**src/rtl/tilt_pkg.sv**
```systemverilog
// Shared axis-state encoding, default constants and small helpers for the tilt direction filter.
package tilt_pkg;

    typedef enum logic [1:0] {
        AXIS_REST = 2'd0,
        AXIS_POS  = 2'd1,
        AXIS_NEG  = 2'd2
    } axis_state_t;

    localparam int DEF_CENTER_X   = 32'd385;
    localparam int DEF_CENTER_Y   = 32'd80;
    localparam int DEF_DEADBAND   = 32'd8;
    localparam int DEF_DEBOUNCE   = 32'd3;
    localparam int DEF_SAMPLE_DIV = 32'd100000;

    // Floor average of a four-entry window held in 11 bits.
    function automatic logic [8:0] window_avg(input logic [8:0] a, input logic [8:0] b,
                                              input logic [8:0] c, input logic [8:0] d);
        logic [10:0] sum;
        sum = {2'b00, a} + {2'b00, b} + {2'b00, c} + {2'b00, d};
        return 9'(sum >> 2);
    endfunction

    // Level decode as {pos, neg, rest}; anything unexpected reads as rest.
    function automatic logic [2:0] axis_levels(input axis_state_t s);
        logic [2:0] lv;
        case (s)
            AXIS_POS:  lv = 3'b100;
            AXIS_NEG:  lv = 3'b010;
            AXIS_REST: lv = 3'b001;
            default:   lv = 3'b001;
        endcase
        return lv;
    endfunction

endpackage

```
**src/rtl/tilt_axis.sv**
```systemverilog
// One accelerometer axis: sample window, averager, hysteresis classifier and debounced state.
module tilt_axis
    import tilt_pkg::*;
#(
    parameter int CENTER   = DEF_CENTER_X,
    parameter int DEADBAND = DEF_DEADBAND,
    parameter int DEBOUNCE = DEF_DEBOUNCE
) (
    input  logic        clock,
    input  logic        reset,
    input  logic        strobe,
    input  logic        cal,
    input  logic [8:0]  sample,
    input  logic [8:0]  centre,
    output logic [8:0]  avg,
    output axis_state_t state,
    output axis_state_t state_next
);

    localparam logic [8:0] CENTER_W = 9'(CENTER);
    localparam logic [9:0] BAND_W   = 10'(DEADBAND);
    localparam logic [9:0] HOLD_W   = 10'(DEADBAND >> 1);
    localparam logic [7:0] DEB_W    = 8'(DEBOUNCE);

    // The fourth window entry is the live sample, so only three are stored.
    logic [8:0]  hist0_r, hist1_r, hist2_r, avg_r;
    logic        eval_r;
    axis_state_t state_r, prev_r, cand_s, state_next_s, prev_next_s;
    logic [7:0]  cnt_r, cnt_next_s, cnt_inc_s;
    logic [9:0]  avg_w_s, centre_w_s, hi_s, lo_s, hold_hi_s, hold_lo_s;
    logic        lo_ok_s, hold_lo_ok_s;

    assign avg_w_s      = {1'b0, avg_r};
    assign centre_w_s   = {1'b0, centre};
    assign hi_s         = centre_w_s + BAND_W;
    assign hold_hi_s    = centre_w_s + HOLD_W;
    assign lo_s         = centre_w_s - BAND_W;
    assign hold_lo_s    = centre_w_s - HOLD_W;
    assign lo_ok_s      = centre_w_s >= BAND_W;
    assign hold_lo_ok_s = centre_w_s >= HOLD_W;

    // Candidate direction from the current average with hysteresis around the held state.
    always_comb begin
        cand_s = AXIS_REST;
        if (avg_w_s >= hi_s) begin
            cand_s = AXIS_POS;
        end else if (lo_ok_s && (avg_w_s <= lo_s)) begin
            cand_s = AXIS_NEG;
        end else if ((state_r == AXIS_POS) && (avg_w_s >= hold_hi_s)) begin
            cand_s = AXIS_POS;
        end else if ((state_r == AXIS_NEG) && hold_lo_ok_s && (avg_w_s <= hold_lo_s)) begin
            cand_s = AXIS_NEG;
        end else begin
            cand_s = AXIS_REST;
        end
    end

    // Debounce: commit only after DEBOUNCE consecutive identical candidates; cal overrides.
    always_comb begin
        state_next_s = state_r;
        cnt_next_s   = cnt_r;
        prev_next_s  = prev_r;
        cnt_inc_s    = 8'd0;
        if (cal) begin
            state_next_s = AXIS_REST;
            cnt_next_s   = 8'd0;
            prev_next_s  = AXIS_REST;
        end else if (eval_r) begin
            prev_next_s = cand_s;
            if (cand_s == state_r) begin
                cnt_next_s = 8'd0;
            end else begin
                cnt_inc_s = (cand_s == prev_r) ? (cnt_r + 8'd1) : 8'd1;
                if (cnt_inc_s >= DEB_W) begin
                    state_next_s = cand_s;
                    cnt_next_s   = 8'd0;
                end else begin
                    cnt_next_s = cnt_inc_s;
                end
            end
        end else begin
            state_next_s = state_r;
            cnt_next_s   = cnt_r;
        end
    end

    // Window, average and debounce registers.
    always_ff @(posedge clock) begin
        if (!reset) begin
            hist0_r <= CENTER_W;
            hist1_r <= CENTER_W;
            hist2_r <= CENTER_W;
            avg_r   <= CENTER_W;
            eval_r  <= 1'b0;
            state_r <= AXIS_REST;
            prev_r  <= AXIS_REST;
            cnt_r   <= 8'd0;
        end else begin
            if (strobe) begin
                hist0_r <= hist1_r;
                hist1_r <= hist2_r;
                hist2_r <= sample;
                avg_r   <= window_avg(hist0_r, hist1_r, hist2_r, sample);
            end
            eval_r  <= strobe;
            state_r <= state_next_s;
            prev_r  <= prev_next_s;
            cnt_r   <= cnt_next_s;
        end
    end

    assign avg        = avg_r;
    assign state      = state_r;
    assign state_next = state_next_s;

endmodule

```
**src/rtl/tilt_direction_filter.sv**
```systemverilog
// Two-axis tilt direction filter: sample pacing, calibration, direction levels and change pulse.
module tilt_direction_filter
    import tilt_pkg::*;
#(
    parameter int SAMPLE_DIV = DEF_SAMPLE_DIV,
    parameter int CENTER_X   = DEF_CENTER_X,
    parameter int CENTER_Y   = DEF_CENTER_Y,
    parameter int DEADBAND   = DEF_DEADBAND,
    parameter int DEBOUNCE   = DEF_DEBOUNCE
) (
    input  logic       clock,
    input  logic       reset,
    input  logic [8:0] accel_x,
    input  logic [8:0] accel_y,
    input  logic       cal,
    output logic       up,
    output logic       down,
    output logic       left,
    output logic       right,
    output logic       restx,
    output logic       resty,
    output logic       change
);

    localparam int CNT_W = (SAMPLE_DIV > 1) ? $clog2(SAMPLE_DIV) : 1;
    localparam logic [CNT_W-1:0] CNT_LAST = CNT_W'(SAMPLE_DIV - 1);

    logic [CNT_W-1:0] sample_cnt_r;
    logic             strobe_s;
    logic [8:0]       centre_x_r, centre_y_r, avg_x_s, avg_y_s;
    axis_state_t      x_state_s, x_next_s, y_state_s, y_next_s;
    logic [2:0]       dir_x_r, dir_y_r;
    logic             change_r;

    assign strobe_s = (sample_cnt_r == CNT_LAST);

    // Sample pacing counter.
    always_ff @(posedge clock) begin
        if (!reset) begin
            sample_cnt_r <= {CNT_W{1'b0}};
        end else if (strobe_s) begin
            sample_cnt_r <= {CNT_W{1'b0}};
        end else begin
            sample_cnt_r <= sample_cnt_r + CNT_W'(32'd1);
        end
    end

    // Centres: captured from the pre-update averages on cal.
    always_ff @(posedge clock) begin
        if (!reset) begin
            centre_x_r <= 9'(CENTER_X);
            centre_y_r <= 9'(CENTER_Y);
        end else if (cal) begin
            centre_x_r <= avg_x_s;
            centre_y_r <= avg_y_s;
        end else begin
            centre_x_r <= centre_x_r;
            centre_y_r <= centre_y_r;
        end
    end

    tilt_axis #(.CENTER(CENTER_X), .DEADBAND(DEADBAND), .DEBOUNCE(DEBOUNCE)) u_axis_x (
        .clock      (clock),
        .reset      (reset),
        .strobe     (strobe_s),
        .cal        (cal),
        .sample     (accel_x),
        .centre     (centre_x_r),
        .avg        (avg_x_s),
        .state      (x_state_s),
        .state_next (x_next_s)
    );

    tilt_axis #(.CENTER(CENTER_Y), .DEADBAND(DEADBAND), .DEBOUNCE(DEBOUNCE)) u_axis_y (
        .clock      (clock),
        .reset      (reset),
        .strobe     (strobe_s),
        .cal        (cal),
        .sample     (accel_y),
        .centre     (centre_y_r),
        .avg        (avg_y_s),
        .state      (y_state_s),
        .state_next (y_next_s)
    );

    // Levels track the next axis state so they land in the same cycle as the commit.
    always_ff @(posedge clock) begin
        if (!reset) begin
            dir_x_r  <= 3'b001;
            dir_y_r  <= 3'b001;
            change_r <= 1'b0;
        end else begin
            dir_x_r  <= axis_levels(x_next_s);
            dir_y_r  <= axis_levels(y_next_s);
            change_r <= (x_next_s != x_state_s) || (y_next_s != y_state_s);
        end
    end

    assign up     = dir_x_r[2];
    assign down   = dir_x_r[1];
    assign restx  = dir_x_r[0];
    assign right  = dir_y_r[2];
    assign left   = dir_y_r[1];
    assign resty  = dir_y_r[0];
    assign change = change_r;

endmodule

```
**config.mk**
```make
export PLATFORM = sky130hd
export DESIGN_NAME = tilt_direction_filter
export DESIGN_NICKNAME = d
export VERILOG_FILES = /design/src/rtl/tilt_pkg.sv /design/src/rtl/tilt_axis.sv /design/src/rtl/tilt_direction_filter.sv
export SDC_FILE = /design/constraint.sdc
export NUM_CORES = 1
export LEC_CHECK = 0
export BUFFER_PORTS_ARGS = -buffer_cell sky130_fd_sc_hd__buf_2
export CORE_MARGIN = 5
export CORE_UTILIZATION = 40
export DETAILED_ROUTE_END_ITERATION = 8
export PLACE_DENSITY = 0.61
export SLEW_MARGIN = 30
export SYNTH_ARGS = -nofsm -noshare
export SYNTH_HDL_FRONTEND = slang
export SYNTH_HIERARCHICAL = 1
export SYNTH_SLANG_ARGS = --single-unit
```
**constraint.sdc**
```tcl
create_clock -name clock -period 5.4 [get_ports clock]
set_input_delay 1.08 -clock clock [delete_from_list [all_inputs] [get_ports clock]]
set_output_delay 1.08 -clock clock [all_outputs]
set_load 0.1 [all_outputs]
```
# Yosys cells after proc, flatten, opt, wreduce, memory -nomap -nowiden

Index checks and enable logic that the tools add are counted.
Widths: inputs -> output; s select.

Input port bits: 21
Output and inout port bits: 7
Word-level logic and storage cells: 103
Register bits after elaboration: 139

Eq/ne operators: 15
Reductions and logical operators: 11
Muxes and demuxes: 24
Bitwise gates (word level): 1
Order comparisons: 14
Add/subtract/negate cells: 17

Operators by type and width:

| kind                  | count |
|---|---|
| $mux 8                | 6 |
| $add 11x9->11         | 4 |
| $ge 9x10->1           | 4 |
| $le 9x10->1           | 4 |
| $mux 2                | 16 |
| $add 9x3->10 const B  | 2 |
| $add 9x4->10 const B  | 2 |
| $add 9x9->10          | 2 |
| $sub 9x3->10 const B  | 2 |
| $sub 9x4->10 const B  | 2 |
| $ge 9x3->1 const B    | 2 |
| $ge 9x4->1 const B    | 2 |
| $add 17x1->17 const B | 1 |
| $eq 17x17->1 const B  | 1 |
| $add 8x1->8 const B   | 2 |
| $ge 8x2->1 const B    | 2 |
| $pmux 3 s2            | 2 |
| $eq 2x1->1 const B    | 4 |
| $eq 2x2->1            | 4 |
| $eq 2x2->1 const B    | 4 |
| $logic_and 1x1->1     | 8 |
| $ne 2x2->1            | 2 |
| $reduce_or 2->1       | 2 |
| $logic_or 1x1->1      | 1 |
| $not 1->1             | 1 |

# Logic depth before layout (Yosys ltp)

Word-level depth: 16
Gate-level depth with buffers: 18

# Hierarchy

The synthesis kept the hierarchy.

Modules (own cells, without submodules):

| module                | cells each | instances | area each (um2) | sequential area each (um2) |
|---|---|---|---|---|
| tilt_axis (u_axis_x)  | 400        | 1         | 3743.6          | 980.9 |
| tilt_axis (u_axis_y)  | 414        | 1         | 3737.3          | 980.9 |
| tilt_direction_filter | 171        | 1         | 1749.2          | 840.8 |

# Worst setup path after synthesis

Ideal clock, no wire load.

Path type: register to register
Start: register centre_x_r[3]
End: register change_r, in the netlist change
Slack: 1.446 ns
Arrival: 3.829 ns
Period minus slack after synthesis: 3.954 ns
Cell stages (with the launch flop): 17
Data required time: 5.275 ns
Cell sequence: dfxtp_1 -> inv_1 -> ha_1 -> a21boi_0 -> nand2_1 -> xor2_1 -> ha_1 -> a21o_1 -> a21oi_1 -> o2111ai_1 -> a31o_2 -> a21oi_2 -> xor2_1 -> or4_1 -> a21oi_1 -> xor2_1 -> o41a_1

Longest elaborated chain between the ends: 16
Elaborated cells on any way between the ends: 28
Those cells by class: add/sub: 4; order compare: 7; eq/ne: 3; mux: 9; reduce/logical: 5

Ends and longest elaborated chain:

| what                                                    | RTL line                         | text |
|---|---|---|
| start, declared                                         | tilt_direction_filter.sv:30      | `logic [8:0] centre_x_r, centre_y_r, avg_x_s, avg_y_s;` |
| start signal, assigned                                  | tilt_direction_filter.sv:51      | `centre_x_r <= 9'(CENTER_X);` |
| start signal, assigned                                  | tilt_direction_filter.sv:54      | `centre_x_r <= avg_x_s;` |
| start signal, assigned                                  | tilt_direction_filter.sv:57      | `centre_x_r <= centre_x_r;` |
| $sub 9x3->10 / $ge 9x3->1 (equally long branches)       | tilt_axis.sv:38, tilt_axis.sv:40 |  |
| $le 9x10->1 / $logic_and 1x1->1 (equally long branches) | tilt_axis.sv:51                  | `end else if ((state_r == AXIS_NEG) && hold_lo_ok_s && (avg_w_s <= hold_lo_s)) begin` |
| $logic_and 1x1->1                                       | tilt_axis.sv:51                  |  |
| $mux 2                                                  | tilt_axis.sv:51                  |  |
| $mux 2                                                  | tilt_axis.sv:49                  | `end else if ((state_r == AXIS_POS) && (avg_w_s >= hold_hi_s)) begin` |
| $mux 2                                                  | tilt_axis.sv:47                  | `end else if (lo_ok_s && (avg_w_s <= lo_s)) begin` |
| $mux 2 *                                                | tilt_axis.sv:45                  | `if (avg_w_s >= hi_s) begin` |
| $eq 2x2->1                                              | tilt_axis.sv:73                  | `cnt_inc_s = (cand_s == prev_r) ? (cnt_r + 8'd1) : 8'd1;` |
| $mux 8                                                  | tilt_axis.sv:73                  |  |
| $ge 8x2->1                                              | tilt_axis.sv:74                  | `if (cnt_inc_s >= DEB_W) begin` |
| $mux 2                                                  | tilt_axis.sv:74                  |  |
| $mux 2 *                                                | tilt_axis.sv:70                  | `if (cand_s == state_r) begin` |
| $mux 2 *                                                | tilt_axis.sv:68                  | `end else if (eval_r) begin` |
| $mux 2 *                                                | tilt_axis.sv:64                  | `if (cal) begin` |
| named net x_next_s[0]                                   | tilt_direction_filter.sv:31      | `axis_state_t x_state_s, x_next_s, y_state_s, y_next_s;` |
| $ne 2x2->1 *                                            | tilt_direction_filter.sv:95      | `change_r <= (x_next_s != x_state_s) \|\| (y_next_s != y_state_s);` |
| $logic_or 1x1->1 *                                      | tilt_direction_filter.sv:95      |  |
| end signal, assigned                                    | tilt_direction_filter.sv:95      |  |
| end, declared                                           | tilt_direction_filter.sv:33      | `logic change_r;` |

The timed path passes the listed nets; every way through them passes the cells marked *.
A chain may end at the register's enable or synchronous reset.

# Final worst setup path

Start: register centre_x_r[3]
End: register dir_x_r[0]

Longest elaborated chain between the ends: 16
Elaborated cells on any way between the ends: 29
Those cells by class: add/sub: 4; order compare: 7; eq/ne: 4; mux: 10; reduce/logical: 4

Ends and longest elaborated chain:

| what                                                    | RTL line                         | text |
|---|---|---|
| $sub 9x3->10 / $ge 9x3->1 (equally long branches)       | tilt_axis.sv:38, tilt_axis.sv:40 |  |
| $le 9x10->1 / $logic_and 1x1->1 (equally long branches) | tilt_axis.sv:51                  |  |
| $logic_and 1x1->1                                       | tilt_axis.sv:51                  |  |
| $mux 2                                                  | tilt_axis.sv:51                  |  |
| $mux 2                                                  | tilt_axis.sv:49                  |  |
| $mux 2                                                  | tilt_axis.sv:47                  |  |
| $mux 2 *                                                | tilt_axis.sv:45                  |  |
| $eq 2x2->1                                              | tilt_axis.sv:73                  |  |
| $mux 8                                                  | tilt_axis.sv:73                  |  |
| $ge 8x2->1                                              | tilt_axis.sv:74                  |  |
| $mux 2                                                  | tilt_axis.sv:74                  |  |
| $mux 2 *                                                | tilt_axis.sv:70                  |  |
| $mux 2 *                                                | tilt_axis.sv:68                  |  |
| $mux 2 *                                                | tilt_axis.sv:64                  |  |
| named net x_next_s[0]                                   | tilt_direction_filter.sv:31      |  |
| $eq 2x2->1 / $eq 2x1->1 (equally long branches)         | tilt_pkg.sv:27                   | `case (s)` |
| $pmux 3 s2 *                                            | tilt_pkg.sv:27                   |  |
| end signal, assigned                                    | tilt_direction_filter.sv:93      | `dir_x_r <= axis_levels(x_next_s);` |
| end, declared                                           | tilt_direction_filter.sv:32      | `logic [2:0] dir_x_r, dir_y_r;` |

Marks and branches as above.

==> tab_implementation.tex <==
\begin{tabular}{lr}
\hline
Metric & Value \\
\hline
\multicolumn{2}{l}{\textbf{Status}} \\
Outcome & finished, final reports clean \\
\multicolumn{2}{l}{\textbf{Layout}} \\
Share of cells above drive strength 1 & 0.0870 \\
Most frequent cells in the layout & dfxtp\_1 (140), ha\_1 (91), nor2\_1 (86), mux2i\_1 (76), nand2\_1 (72) \\
Area delta synth->final & 10.4\% \\
Area taken by multi-input logic gates & 0.00606 mm\^{}2 \\
Number of nets in the layout & 1146 \\
Diode count & 0 \\
Storage element area & 0.00280 mm\^{}2 \\
Most common cell after layout, fill and taps aside & dfxtp\_1 \\
Number of fill cells in the layout & 2217 \\
\multicolumn{2}{l}{\textbf{Floorplan}} \\
Count of boundary I/O pins & 28 \\
Number of placement rows & 55 \\
Total Die Area & 0.0262 mm\^{}2 \\
Standard cell core area & 0.0227 mm\^{}2 \\
Horiz. Die Dim & 162 um \\
Die extent in y & 162 um \\
Initial Utilization & 0.406 \\
\multicolumn{2}{l}{\textbf{Yosys}} \\
Number of library cell types mapped by synthesis & 86 \\
Count of flip-flops with a built-in enable after synthesis & 0 \\
Async set-reset flop share out of synthesis & 0 \\
Post-synthesis register bit count & 140 \\
Mean instance size in the synthesized netlist & 9.37 um\^{}2 \\
Post-synth design cell area & 0.00923 mm\^{}2 \\
Number of synthesis warnings & 6 \\
Instance count of the mapped netlist & 985 \\
Net Count, Synth & 1133 \\
Primary FF master, synth & dfxtp\_1 \\
Post-synthesis sequential area ratio & 0.304 \\
\multicolumn{2}{l}{\textbf{CTS}} \\
Cts bufs inserted & 17 \\
Post-CTS Hold Buffers & 0 \\
Clk Latency, worst-skew pair & 0.43 ns \\
Clock-pin slew of the registers on the worst-case setup and hold paths & 0.06 ns \\
CTS max path bufs & 2 \\
Number of buffers inserted to repair setup after CTS & 0 \\
CTS tree & built \\
CTS Root Cell & clkbuf\_16 \\
Clk sink count & 140 \\
Number of gates resized after CTS & 0 \\
Maximum level of the CTS H-tree & 4 \\
\multicolumn{2}{l}{\textbf{Place}} \\
IO Port Bufs & 27 \\
Post-detailed-placement half-perimeter wirelength & 13.4 mm \\
Routability-driven placement congestion ratio & 0.834 \\
\multicolumn{2}{l}{\textbf{Power}} \\
Clock Power Share & 0.521 \\
Part of the power in combinational logic & 0.038 \\
Sequential fraction of design power & 0.440 \\
P\_sw & 571 uW \\
Lkg Pwr & 3.93 nW \\
Power per cell area & 231 mW/mm\^{}2 \\
Proportion of total power due to net switching & 0.243 \\
Max rail drop VDD & 0.223 mV \\
Internal cell power & 1.78 mW \\
\multicolumn{2}{l}{\textbf{STA}} \\
Hold WS & 0.478 ns \\
Final-report max-slew violation count & 0 \\
Maximum clock rate & 0.221 GHz \\
Worst Clk Skew & 0.0109 ns \\
Number of failing setup endpoints in the final timing report & 0 \\
Headroom to the max-slew limit & 0.385 \\
Final worst-path cycle share & 0.836 \\
Post-layout minimum cycle time & 4.52 ns \\
Unrepaired setup endpoints after global routing & false \\
Post-route setup TNS & 0 ns \\
Endpoints failing hold & 0 \\
Worst Tran Pin Value & 0.921 ns \\
\multicolumn{2}{l}{\textbf{Route}} \\
First DRT Iteration DRCs & 323 \\
DRC violation count after routing & 0 \\
Via Count & 6764 \\
Antenna Nets Post-Route & 0 \\
Detailed-router iteration count before antenna repair & 4 \\
Routed wire length & 18.3 mm \\
Detailed-route vias per instance & 5.22 \\
Routed length per instance & 14.2 um \\
\multicolumn{2}{l}{\textbf{Hold path}} \\
Class of the most critical hold timing path & register to register \\
\multicolumn{2}{l}{\textbf{GRT}} \\
Met3 layer usage reported by global route & 0.0310 \\
Antenna violations before repair & 0 \\
Vias in the first global route & 6498 \\
Wire length of the first global-routing pass & 31.6 mm \\
Remaining Overflow, GRT & 0 \\
Largest net degree at the start of global routing & 65 \\
Routing layer with the top usage in global route & met2 \\
GRT Util Overall & 0.145 \\
Global routing usage on met2 & 0.226 \\
GR met1 Demand/Resource & 0.205 \\
\multicolumn{2}{l}{\textbf{Worst setup path}} \\
Peak fanout along the critical path & 9 \\
Type of element launching the critical path & register \\
Sort of element at the end of the critical path & register \\
Crit Path Class & register to register \\
Required arrival time at the worst endpoint & 5.71 ns \\
Crit path arrival time & 4.82 ns \\
\multicolumn{2}{l}{\textbf{Flow run}} \\
\# Max-Cap Violations & 0 \\
\hline
\end{tabular}
[per-layer routing]
layer,up-vias,routed length [um]
met4,0,186
li1,3500,-
met1,3177,9460
met5,-,0
met2,72,8170
met3,15,520
[flip-flops by register name, indices dropped and copies added (netlist names), 3 cells and up]
signal / flops
u_axis_x/cnt_r: 8
u_axis_y/hist0_r: 9
u_axis_x/hist0_r: 9
u_axis_y/avg: 9
u_axis_x/hist2_r: 9
dir_y_r: 3
u_axis_x/hist1_r: 9
dir_x_r: 3
u_axis_y/hist2_r: 9
sample_cnt_r: 17
u_axis_y/hist1_r: 9
u_axis_x/avg: 9
centre_y_r: 9
u_axis_y/cnt_r: 8
centre_x_r: 9
[Yosys cell counts (all sizes together) (16+ instances only)]
cell    count  area (um^2)
a21oi      30          173
and2       21          133
nand3      22          110
nand4      16          100
xnor2      31          272
o21ai      27          135
mux2i      76          761
clkbuf     22         82.6
nor2b      45          282
nand2      74          283
xor2       29          254
dfxtp     140         2800
ha         91         1140
nor2       86          323
fa         36          721
inv        54          203
nor3       17         85.1
[path summary, 6_finish.rpt]
path	startpoint	to	slack (ns)	cells after the start
max	centre_x_r[3]$_SDFFE_PN0P_	dir_x_r[0]$_SDFF_PN1_	0.88	17
max reg2reg	centre_x_r[3]$_SDFFE_PN0P_	dir_x_r[0]$_SDFF_PN1_	0.88	17
min	u_axis_x/cnt_r[1]$_SDFFE_PP0P_	u_axis_x/cnt_r[1]$_SDFFE_PP0P_	0.48	2
min reg2reg	u_axis_x/cnt_r[1]$_SDFFE_PP0P_	u_axis_x/cnt_r[1]$_SDFFE_PP0P_	0.48	2
[kinds of logic (layout without fill, tap and decap cells)]
kind of cell | Yosys count | after routing | synth area share
AND/OR/NAND/NOR | 341 | 341 | 0.194
AO/OA/AOI/OAI | 151 | 151 | 0.122
flip-flops | 140 | 140 | 0.304
adder cells (fa/ha/maj) | 127 | 127 | 0.201
buffers and inverters | 90 | 116 | 0.0401
multiplexers | 76 | 76 | 0.0824
XOR/XNOR | 60 | 60 | 0.0569
[worst max-delay path, cell delays in order, from the launching register on]
cell and delay [ns]:
dfxtp_1 0.50, inv_1 0.16, ha_1 0.22, a21boi_0 0.40
nand2_1 0.13, xor2_1 0.17, ha_1 0.34, a21o_1 0.19
a21oi_1 0.18, o2111ai_1 0.16, a31o_2 0.27, a21oi_2 0.29
xor2_1 0.15, or4_1 0.44, a21oi_1 0.29, inv_1 0.09
ha_1 0.29, nand2b_1 0.14
[power by group through the flow]
stage | Clock, mW | Sequential, mW | Combinational [mW]
6_report | 1.23 | 1.04 | 0.0904
5_1_grt | 1.32 | 1.04 | 0.103
4_1_cts | 1.27 | 1.04 | 0.0917
3_5_place_dp | 0 | 1.06 | 0.0913
3_3_place_gp | 0 | 1.06 | 0.0906
2_1_floorplan | 0 | 1.06 | 0.0622
[through the flow]
step / util / total power, mW / instance area [um^2] / instances / setup slack (ns)
after floorplan: - / 1.12 / 9230 / 985 / 1.45
after global placement: 0.422 / 1.15 / 9580 / 1264 / 1.16
after detailed placement: 0.422 / 1.15 / 9580 / 1264 / 0.985
after CTS: 0.449 / 2.40 / 10200 / 1296 / 0.928
after global routing: 0.449 / 2.45 / 10200 / 1296 / 0.547
final: 0.449 / 2.35 / 10200 / 1296 / 0.884
[final cells by class]
type                       instances  area share
multi-input combinational        755       0.595
sequential                       140       0.275
clock buffer                      18      0.0431
tap                              285      0.0350
inverter                          54      0.0199
clock inverter                    14      0.0167
timing repair buffer              30      0.0155
No activity file was read; power rests on OpenSTA's default activity.
